File: config.mk
export PLATFORM = sky130hd
export DESIGN_NAME = special_move_scheduler
export DESIGN_NICKNAME = d
export VERILOG_FILES = /design/src/rtl/fighter_pkg.sv /design/src/rtl/phase_timer.sv /design/src/rtl/special_move_scheduler.sv
export SDC_FILE = /design/constraint.sdc
export NUM_CORES = 1
export LEC_CHECK = 0
export CORE_ASPECT_RATIO = 1.4
export CORE_MARGIN = 1
export CORE_UTILIZATION = 53
export CTS_CLUSTER_DIAMETER = 80
export DETAILED_ROUTE_END_ITERATION = 8
export PLACE_DENSITY_LB_ADDON = 0.2
export SYNTH_ARGS = -nofsm -noshare
export SYNTH_HDL_FRONTEND = slang
export SYNTH_HIERARCHICAL = 1
export SYNTH_SLANG_ARGS = --single-unit
export TNS_END_PERCENT = 100
File: constraint.sdc
create_clock -name clk -period 3.9 [get_ports clk]
set_input_delay 0.78 -clock clk [delete_from_list [all_inputs] [get_ports clk]]
set_output_delay 0.78 -clock clk [all_outputs]
set_load 0.01 [all_outputs]
File: src/rtl/fighter_pkg.sv
// Shared fighter definitions: move-sequencer states, phase codes and the frame-count
// defaults the combo detectors are tuned against.
package fighter_pkg;

  typedef enum logic [2:0] {
    IDLE     = 3'd0,
    STARTUP  = 3'd1,
    ACTIVE   = 3'd2,
    RECOVERY = 3'd3,
    COOLDOWN = 3'd4
  } state_e;

  localparam logic [1:0] MOVE_PHASE_STARTUP  = 2'd0;
  localparam logic [1:0] MOVE_PHASE_ACTIVE   = 2'd1;
  localparam logic [1:0] MOVE_PHASE_RECOVERY = 2'd2;
  localparam logic [1:0] MOVE_PHASE_IDLE     = 2'd3;

  localparam int DEF_N_COMBOS        = 4;
  localparam int DEF_STARTUP_FRAMES  = 3;
  localparam int DEF_ACTIVE_FRAMES   = 6;
  localparam int DEF_RECOVERY_FRAMES = 10;
  localparam int DEF_COOLDOWN_FRAMES = 30;
  localparam int DEF_CNT_W           = 8;

  // COOLDOWN and IDLE share one externally visible code.
  function automatic logic [1:0] phase_code(input state_e s);
    case (s)
      STARTUP:  phase_code = MOVE_PHASE_STARTUP;
      ACTIVE:   phase_code = MOVE_PHASE_ACTIVE;
      RECOVERY: phase_code = MOVE_PHASE_RECOVERY;
      default:  phase_code = MOVE_PHASE_IDLE;
    endcase
  endfunction

endpackage

File: src/rtl/phase_timer.sv
// Frame-count down-counter reused for every move phase; done marks the clk on which
// the current phase should be left.
module phase_timer #(
  parameter int CNT_W = 8
) (
  input  logic             clk,
  input  logic             reset,
  input  logic             load,
  input  logic [CNT_W-1:0] load_val,
  input  logic             tick,
  output logic             done
);

  logic [CNT_W-1:0] cnt_q, cnt_d;

  // A load wins over a coincident tick, so the entry clk never counts as a frame.
  always_comb begin
    cnt_d = cnt_q;
    if (load) begin
      cnt_d = load_val;
    end else if (tick && (cnt_q != '0)) begin
      cnt_d = cnt_q - 1'b1;
    end
  end

  always_ff @(posedge clk or posedge reset) begin
    if (reset) begin
      cnt_q <= '0;
    end else begin
      cnt_q <= cnt_d;
    end
  end

  // A zero-length phase is left on the clk after entry.
  assign done = (cnt_q == '0) || (tick && (cnt_q == CNT_W'(1)));

endmodule

File: src/rtl/special_move_scheduler.sv
// Grants one special move at a time from the combo detectors and walks it through
// STARTUP/ACTIVE/RECOVERY/COOLDOWN, driving hitbox, input lockout and detector clear.
module special_move_scheduler
  import fighter_pkg::*;
#(
  parameter int N_COMBOS        = DEF_N_COMBOS,
  parameter int STARTUP_FRAMES  = DEF_STARTUP_FRAMES,
  parameter int ACTIVE_FRAMES   = DEF_ACTIVE_FRAMES,
  parameter int RECOVERY_FRAMES = DEF_RECOVERY_FRAMES,
  parameter int COOLDOWN_FRAMES = DEF_COOLDOWN_FRAMES,
  parameter int CNT_W           = DEF_CNT_W,
  // Derived; at least one bit so a single-combo build still has a move_id port.
  parameter int ID_W            = (N_COMBOS > 1) ? $clog2(N_COMBOS) : 1
) (
  input  logic                clk,
  input  logic                reset,
  input  logic                frame_tick,
  input  logic                enable,
  input  logic [N_COMBOS-1:0] combo_hit,
  input  logic                hit_stun,
  output logic                move_valid,
  output logic [ID_W-1:0]     move_id,
  output logic [1:0]          move_phase,
  output logic                hitbox_active,
  output logic                input_lock,
  output logic                combo_clear,
  output logic                busy
);

  localparam logic [CNT_W-1:0] STARTUP_LD  = CNT_W'(STARTUP_FRAMES);
  localparam logic [CNT_W-1:0] ACTIVE_LD   = CNT_W'(ACTIVE_FRAMES);
  localparam logic [CNT_W-1:0] RECOVERY_LD = CNT_W'(RECOVERY_FRAMES);
  localparam logic [CNT_W-1:0] COOLDOWN_LD = CNT_W'(COOLDOWN_FRAMES);

  state_e              state_q, state_d;
  logic [N_COMBOS-1:0] combo_hit_q, hit_rise;
  logic [ID_W-1:0]     grant_idx;
  logic                grant;
  logic                timer_load, timer_done;
  logic [CNT_W-1:0]    timer_val;

  logic                move_valid_q, move_valid_d;
  logic [ID_W-1:0]     move_id_q, move_id_d;
  logic [1:0]          move_phase_q, move_phase_d;
  logic                hitbox_active_q, hitbox_active_d;
  logic                input_lock_q, input_lock_d;
  logic                combo_clear_q, combo_clear_d;
  logic                busy_q, busy_d;

  // The edge register tracks every clk in every state, so a level held through a
  // move is already "old" by the time the sequencer returns to IDLE.
  assign hit_rise = combo_hit & ~combo_hit_q;

  always_comb begin
    grant_idx = '0;
    for (int i = N_COMBOS - 1; i >= 0; i--) begin
      if (hit_rise[i]) grant_idx = ID_W'(i);
    end
  end

  assign grant = (state_q == IDLE) && enable && !hit_stun && (|hit_rise);

  phase_timer #(.CNT_W(CNT_W)) u_timer (
    .clk      (clk),
    .reset    (reset),
    .load     (timer_load),
    .load_val (timer_val),
    .tick     (frame_tick),
    .done     (timer_done)
  );

  always_comb begin
    state_d = state_q;
    case (state_q)
      IDLE:     if (grant) state_d = STARTUP;
      STARTUP:  if (hit_stun) state_d = COOLDOWN;
                else if (timer_done) state_d = ACTIVE;
      ACTIVE:   if (hit_stun) state_d = COOLDOWN;
                else if (timer_done) state_d = RECOVERY;
      RECOVERY: if (timer_done) state_d = COOLDOWN;
      COOLDOWN: if (timer_done) state_d = IDLE;
      default:  state_d = IDLE;
    endcase

    timer_load = (state_d != state_q) && (state_d != IDLE);
    case (state_d)
      STARTUP:  timer_val = STARTUP_LD;
      ACTIVE:   timer_val = ACTIVE_LD;
      RECOVERY: timer_val = RECOVERY_LD;
      COOLDOWN: timer_val = COOLDOWN_LD;
      default:  timer_val = '0;
    endcase

    // Outputs are decoded from the next state so they register alongside it.
    move_valid_d    = (state_d == STARTUP) || (state_d == ACTIVE) || (state_d == RECOVERY);
    input_lock_d    = move_valid_d;
    hitbox_active_d = (state_d == ACTIVE);
    busy_d          = (state_d != IDLE);
    move_phase_d    = phase_code(state_d);
    combo_clear_d   = grant;
    move_id_d       = grant ? grant_idx : move_id_q;
  end

  always_ff @(posedge clk or posedge reset) begin
    if (reset) begin
      state_q         <= IDLE;
      combo_hit_q     <= '0;
      move_valid_q    <= 1'b0;
      move_id_q       <= '0;
      move_phase_q    <= 2'd0;
      hitbox_active_q <= 1'b0;
      input_lock_q    <= 1'b0;
      combo_clear_q   <= 1'b0;
      busy_q          <= 1'b0;
    end else begin
      state_q         <= state_d;
      combo_hit_q     <= combo_hit;
      move_valid_q    <= move_valid_d;
      move_id_q       <= move_id_d;
      move_phase_q    <= move_phase_d;
      hitbox_active_q <= hitbox_active_d;
      input_lock_q    <= input_lock_d;
      combo_clear_q   <= combo_clear_d;
      busy_q          <= busy_d;
    end
  end

  assign move_valid    = move_valid_q;
  assign move_id       = move_id_q;
  assign move_phase    = move_phase_q;
  assign hitbox_active = hitbox_active_q;
  assign input_lock    = input_lock_q;
  assign combo_clear   = combo_clear_q;
  assign busy          = busy_q;

endmodule

Word level (Yosys, flattened, before mapping)
Cells that the tools add are included.
Widths: inputs -> output; s select.
{ "word_totals": {"in_bits": 9, "ram_bits": 0, "out_inout_bits": 9, "register_bits": 23, "latchBits": 0, "rom_bits": 0, "memories": 0, "word_cells": 54} }
{ "classes": {"n_bitwise": 2, "n_eq_ne": 10, "magnitude_cmp": 0, "n_addsub": 1, "n_mux": 16, "n_shift": 0, "reduce_logical": 16, "n_div": 0, "mul": 0} }
{ "ops": {"columns": ["operator", "count"], "rows": [
  ["$mux 3", 7],
  ["$pmux 5 s4", 1],
  ["$mux 8", 2],
  ["$pmux 3 s5", 1],
  ["$eq 3x2->1 const B", 4],
  ["$eq 8x1->1 const B", 1],
  ["$logic_not 8->1", 1],
  ["$mux 2", 4],
  ["$reduce_bool 8->1", 1],
  ["$sub 8x1->8 const B", 1],
  ["$eq 3x1->1 const B", 2],
  ["$eq 3x3->1 const B", 2],
  ["$logic_and 1x1->1", 6],
  ["$pmux 2 s3", 1],
  ["$and 4x4->4", 1],
  ["$not 4->4", 1],
  ["$reduce_or 4->1", 1],
  ["$logic_not 3->1", 1],
  ["$logic_or 1x1->1", 3],
  ["$ne 3x3->1", 1],
  ["$reduce_bool 3->1", 1],
  ["$reduce_bool 2->1", 1],
  ["$logic_not 1->1", 1]
]} }

Logic depth before layout (Yosys ltp)
{ "logic_depth": {"depth_word": 9, "ltp_mapped": 12} }

By module
The synthesis kept the hierarchy.
{ "by_module_without_submodules": {"columns": ["mod", "n_inst", "cells_per_inst", "seq_area_each_um2", "area_per_inst_um2"], "rows": [
  ["special_move_scheduler", 1, 74, 375.4, 744.5],
  ["phase_timer", 1, 63, 200.2, 578.1]
]} }

Worst setup path before layout
No wires, ideal clock.
{ "synth_timing": {"path_kind": "input port to flip-flop", "from": "in frame_tick", "to": "reg u_timer.cnt_q[0]", "required_time_ns": 3.769, "path_stages": 11, "t_arrival_ns": 2.754, "setup_slack_ns": 1.014, "path_cell_list": "buf_6 > a21oi_1 > nor3_1 > or3b_1 > a31oi_1 > a21oi_4 > o22ai_1 > clkbuf_1 > nor3b_1 > a21oi_1 > nand3_1"} }
{ "synth_between": {"elab_chain_len": 8, "word_cells_on_any_way": 20, "classes_between": "eq/ne: 5; mux: 9; reduce/logical: 6"} }
{ "synth_lines": {"columns": ["element", "line_no", "source"], "rows": [
  ["start, declared", "special_move_scheduler.sv:17", "input logic frame_tick,"],
  ["$logic_and 1x1->1 *", "phase_timer.sv:35", "assign done = (cnt_q == '0) || (tick && (cnt_q == CNT_W'(1)));"],
  ["$logic_or 1x1->1 *", "phase_timer.sv:35", null],
  ["via timer_done", "special_move_scheduler.sv:39", "logic timer_load, timer_done;"],
  ["$mux 3, on equally long branches", "special_move_scheduler.sv:79, special_move_scheduler.sv:77", null],
  ["$mux 3, on equally long branches", "special_move_scheduler.sv:78, special_move_scheduler.sv:76", null],
  ["$pmux 3 s5 *", "special_move_scheduler.sv:74", "case (state_q)"],
  ["$ne 3x3->1 or $reduce_bool 3->1 (tied branches)", "special_move_scheduler.sv:85", "timer_load = (state_d != state_q) && (state_d != IDLE);"],
  ["$logic_and 1x1->1 *", "special_move_scheduler.sv:85", null],
  ["via timer_load", "special_move_scheduler.sv:39", null],
  ["$mux 8 or $reduce_bool 2->1 (tied branches)", null, null],
  ["end signal, assigned", "phase_timer.sv:30", "cnt_q <= cnt_d;"],
  ["end, declared", "phase_timer.sv:14", "logic [CNT_W-1:0] cnt_q, cnt_d;"]
]} }
Mark *: on every way through the listed nets, which the timed path passes. The rest lies on a longest branch.
A chain may end at the register's enable or synchronous reset.

Worst setup path after layout
{ "layout_timing": {"from": "in frame_tick", "to": "reg u_timer.cnt_q[7]"} }
The elaborated chain is that of the path after synthesis.

==> results by group <==
Status
  – Status: complete, but fails checks
  – Failing checks: DRC

CTS
  – H-tree depth: 1
  – Cts-stage hold buffer count: 0
  – CTS tree: yes
  – Postcts setup bufs: 0
  – CTS Buf Count: 3
  – Clk buf depth: 2
  – Clock Latency Late Sink: roughly 0.31 ns
  – CTS sink count: 23
  – CTS-repair resized insts: 0
  – Worst-path clk slew: 0.12 ns
  – Clk root buf: clkbuf_4

Floorplan
  – Core area: between 0.002 and 0.0025 mm^2
  – Die width: around 44 um
  – # rows: 21
  – IO Count: 18
  – DIE AREA: around 0.0027 mm^2
  – Initial core utilization: 55.93%
  – Die Y: 61.11 um

Detailed routing
  – Drt drc: 1
  – Routed Antenna Nets: 0
  – TritonRoute pass-1 iters: 9
  – WL/cell: ~15 um
  – Post-Route WL: 2659 um
  – DR vias/cell: ~6.0
  – Total number of vias: about 1.1k
  – Number of DRC markers in iteration 0: 42

Hold path
  – Min-delay src: move_id[0]
  – Hold WC Path Type: flip-flop to flip-flop

Finish
  – Fin cells: 180
  – Most frequent cells in the layout: 23 x dfrtp_1, 17 x clkdlybuf4s50_1, 13 x inv_1, 11 x a21oi_1, 7 x nand2_1
  – Layout cells sized above 1: under 10%
  – Nets: 169
  – Diode count: 0
  – Most common cell after layout, fill and taps aside: dfrtp_1
  – Syn-to-layout area delta: 15.89%

Timing
  – Final Hold Fails: 0
  – Tcrit/Tclk final: between 80% and 90%
  – Final setup TNS: 0 ns
  – Period minus WS final: 3.192 ns
  – Endpoints failing setup: 0
  – Fmax: approximately 310 MHz
  – RSZ-0062 raised after global routing: false
  – Relative slew margins: roughly three fifths
  – Slew Limit Fails: 0
  – Clk_skew: between 0.006 and 0.007 ns
  – Worst-margin pin slew: approximately 0.58 ns

Synthesis
  – Register area share after synthesis: 43.52%
  – Synth Area in Simple Gates: 28.10%
  – Synth cell types: 48
  – Post-synthesis register bit count: 23
  – Top_reg_cell synth: dfrtp_1
  – Post-Synth XOR/XNOR Area: 0%
  – Async S/R FF share, synth: between 90% and 100%
  – Post-synthesis cell count: about 140
  – Synth Area in Compound Gates: a little under a fifth
  – EDFF count, synth: 0
  – Yosys warning total: 6
  – Synthesized area per cell: 9.653 um^2
  – Largest family of logic cells by synthesized area: simple AND/OR/NAND/NOR gates
  – Post-synthesis mux area share: 0.7569%
  – Adder-Cell Fraction of Synth Area: ~1.9%
  – Post-Synthesis Cell Area: ~0.0013 mm^2

Setup path
  – CP cell instances: clkdlybuf4s50_1 > a21oi_1 > nor3_1 > buf_4 > or3b_1 > a31oi_1 > a21oi_4 > o22ai_1 > buf_4 > nand2b_1 > a21oi_1 > a211o_1
  – Critical Path Start: frame_tick
  – Crit start category: input pin
  – Critical path fanouts, max: 17
  – Crit Reg-Reg Startpoint: u_timer/cnt_q[0]
  – Worst endpoint required time: roughly 4 ns
  – Largest stage delay on the critical path: about 0.56 ns
  – Worst setup EP type: flip-flop
  – Critical Path AT: around 3.4 ns
  – Buf/Inv on CP: 3
  – Worst Setup Path Type: input pin to flip-flop
  – Crit-path slowest cell: clkdlybuf4s50_1
  – Reg2Reg Setup Slack: 0.95 ns
  – CP delay by family, top: compound AO/OA/AOI/OAI gates

Flow run
  – MaxCap Viol Count: 0

Placement
  – Buffers on Ports: 17
  – Detailed Place HPWL: slightly above 2000 um
  – Placed insts: around 180
  – Gpl congestion: around 0.83

Global route
  – Global-route wire length before repair: between 4000 and 5000 um
  – Vias in the first global route: slightly above 1k
  – Largest net degree at the start of global routing: 18
  – Initial antenna violation count: 0
  – Grt total ovfl: 0
  – All-Layer GR Usage: ~22%

Pwr
  – Final Power: 940.6 uW
  – Pwr/cell area: between 600 and 700 mW/mm^2
  – Peak supply drop: about 0.43 mV
  – Leak pwr: 0.6653 nW
path summary, 6_finish.rpt:
path	endpoint	depth (start not counted)
hold reg to reg	move_id[0]	2
setup reg to reg	u_timer/cnt_q[7]	13
max in group asynchronous	state_q[2]	2
min in group asynchronous	u_timer/cnt_q[2]	2
hold / removal	move_id[0]	2
setup / recovery	u_timer/cnt_q[7]	12
registers in the layout, indices dropped and copies added, names as in the netlist:
register,flops
state_q,3
combo_hit_q,4
input_lock,1
move_id,2
combo_clear,1
hitbox_active,1
busy,1
move_phase,2
u_timer/cnt_q,8
power by group:
group,total (mW),leakage (nW),switching [mW],internal [mW]
Sequential,0.406,0.280,0.0925,0.313
Combinational,0.425,0.370,0.220,0.206
Clock,0.110,0.0150,0.0696,0.0400
Total,0.941,0.665,0.382,0.559
layout make-up:
class,count,area (um^2)
fillers,216,832.0
multi-input cells,96,659.4
flip-flops and latches,23,575.6
repair buffers,19,185.2
inverters,15,57.56
well taps,23,28.78
clock buffers,4,26.28
worst register-to-register path: cells and delay by family, from the launching register on:
family	cells	cell delay, ns
buffers and inverters	3	0.49
AO/OA/AOI/OAI	6	1.02
adder cells (fa/ha/maj)	1	0.28
AND/OR/NAND/NOR	3	0.59
flip-flops	1	0.46
synthesized netlist by cell type (2+ instances only):
cell       number  share of area, %
a211o_1         3               2.0
a21oi_1        11               4.2
a2bb2oi_1       2               1.3
a31oi_1         3               1.4
and3_1          2              0.95
buf_6           2               1.7
clkbuf_1        2              0.57
dfrtp_1        23                44
ha_1            2               1.9
inv_1          13               3.7
nand2_1         7               2.0
nand2b_1        6               2.8
nand3_1         3               1.1
nand4_1         2              0.95
nand4bb_1       2               1.7
nor2_1          6               1.7
nor2b_1         2              0.95
nor3_1          3               1.1
nor3b_1         2               1.1
nor4_1          3               1.4
nor4b_1         2               1.3
o2111ai_1       2               1.3
o211ai_1        2               1.1
o21ai_0         2              0.76
o21ai_1         3               1.1
or3_1           3               1.4
or4_1           2               1.1
or4b_4          2               2.1
logic make-up after synthesis:
kind of cell | count (synthesis)
DFF | 23
muxes | 1
and+or+nand+nor | 55
adders and majority gates | 2
buffers and inverters | 20
AOI/OAI and AO/OA | 35
other | 1
through the flow:
step	cell area, um^2	worst slack, ns	util [%]	hold slack [ns]
after floorplan	1330	1.014	-	0.5488
after global placement	1506	0.5205	63.70	0.5099
after detailed placement	1506	0.3876	63.70	0.5107
after CTS	1533	0.7115	64.81	0.5292
after global routing	1533	0.5891	64.81	0.5576
final	1533	0.7081	64.81	0.5256
metal layers:
metal  part of all wire, %  wire (um)  vias to the layer above  track usage [%]
met1                    42       1114                      525            26.38
met5                     0          0                        -                0
li1                      -          -                      535                -
met3                   3.1         83                        5            2.639
met4                  0.83         22                        0            6.494
met2                    54       1439                       21            40.34
Power figures use the tool's default switching activity.
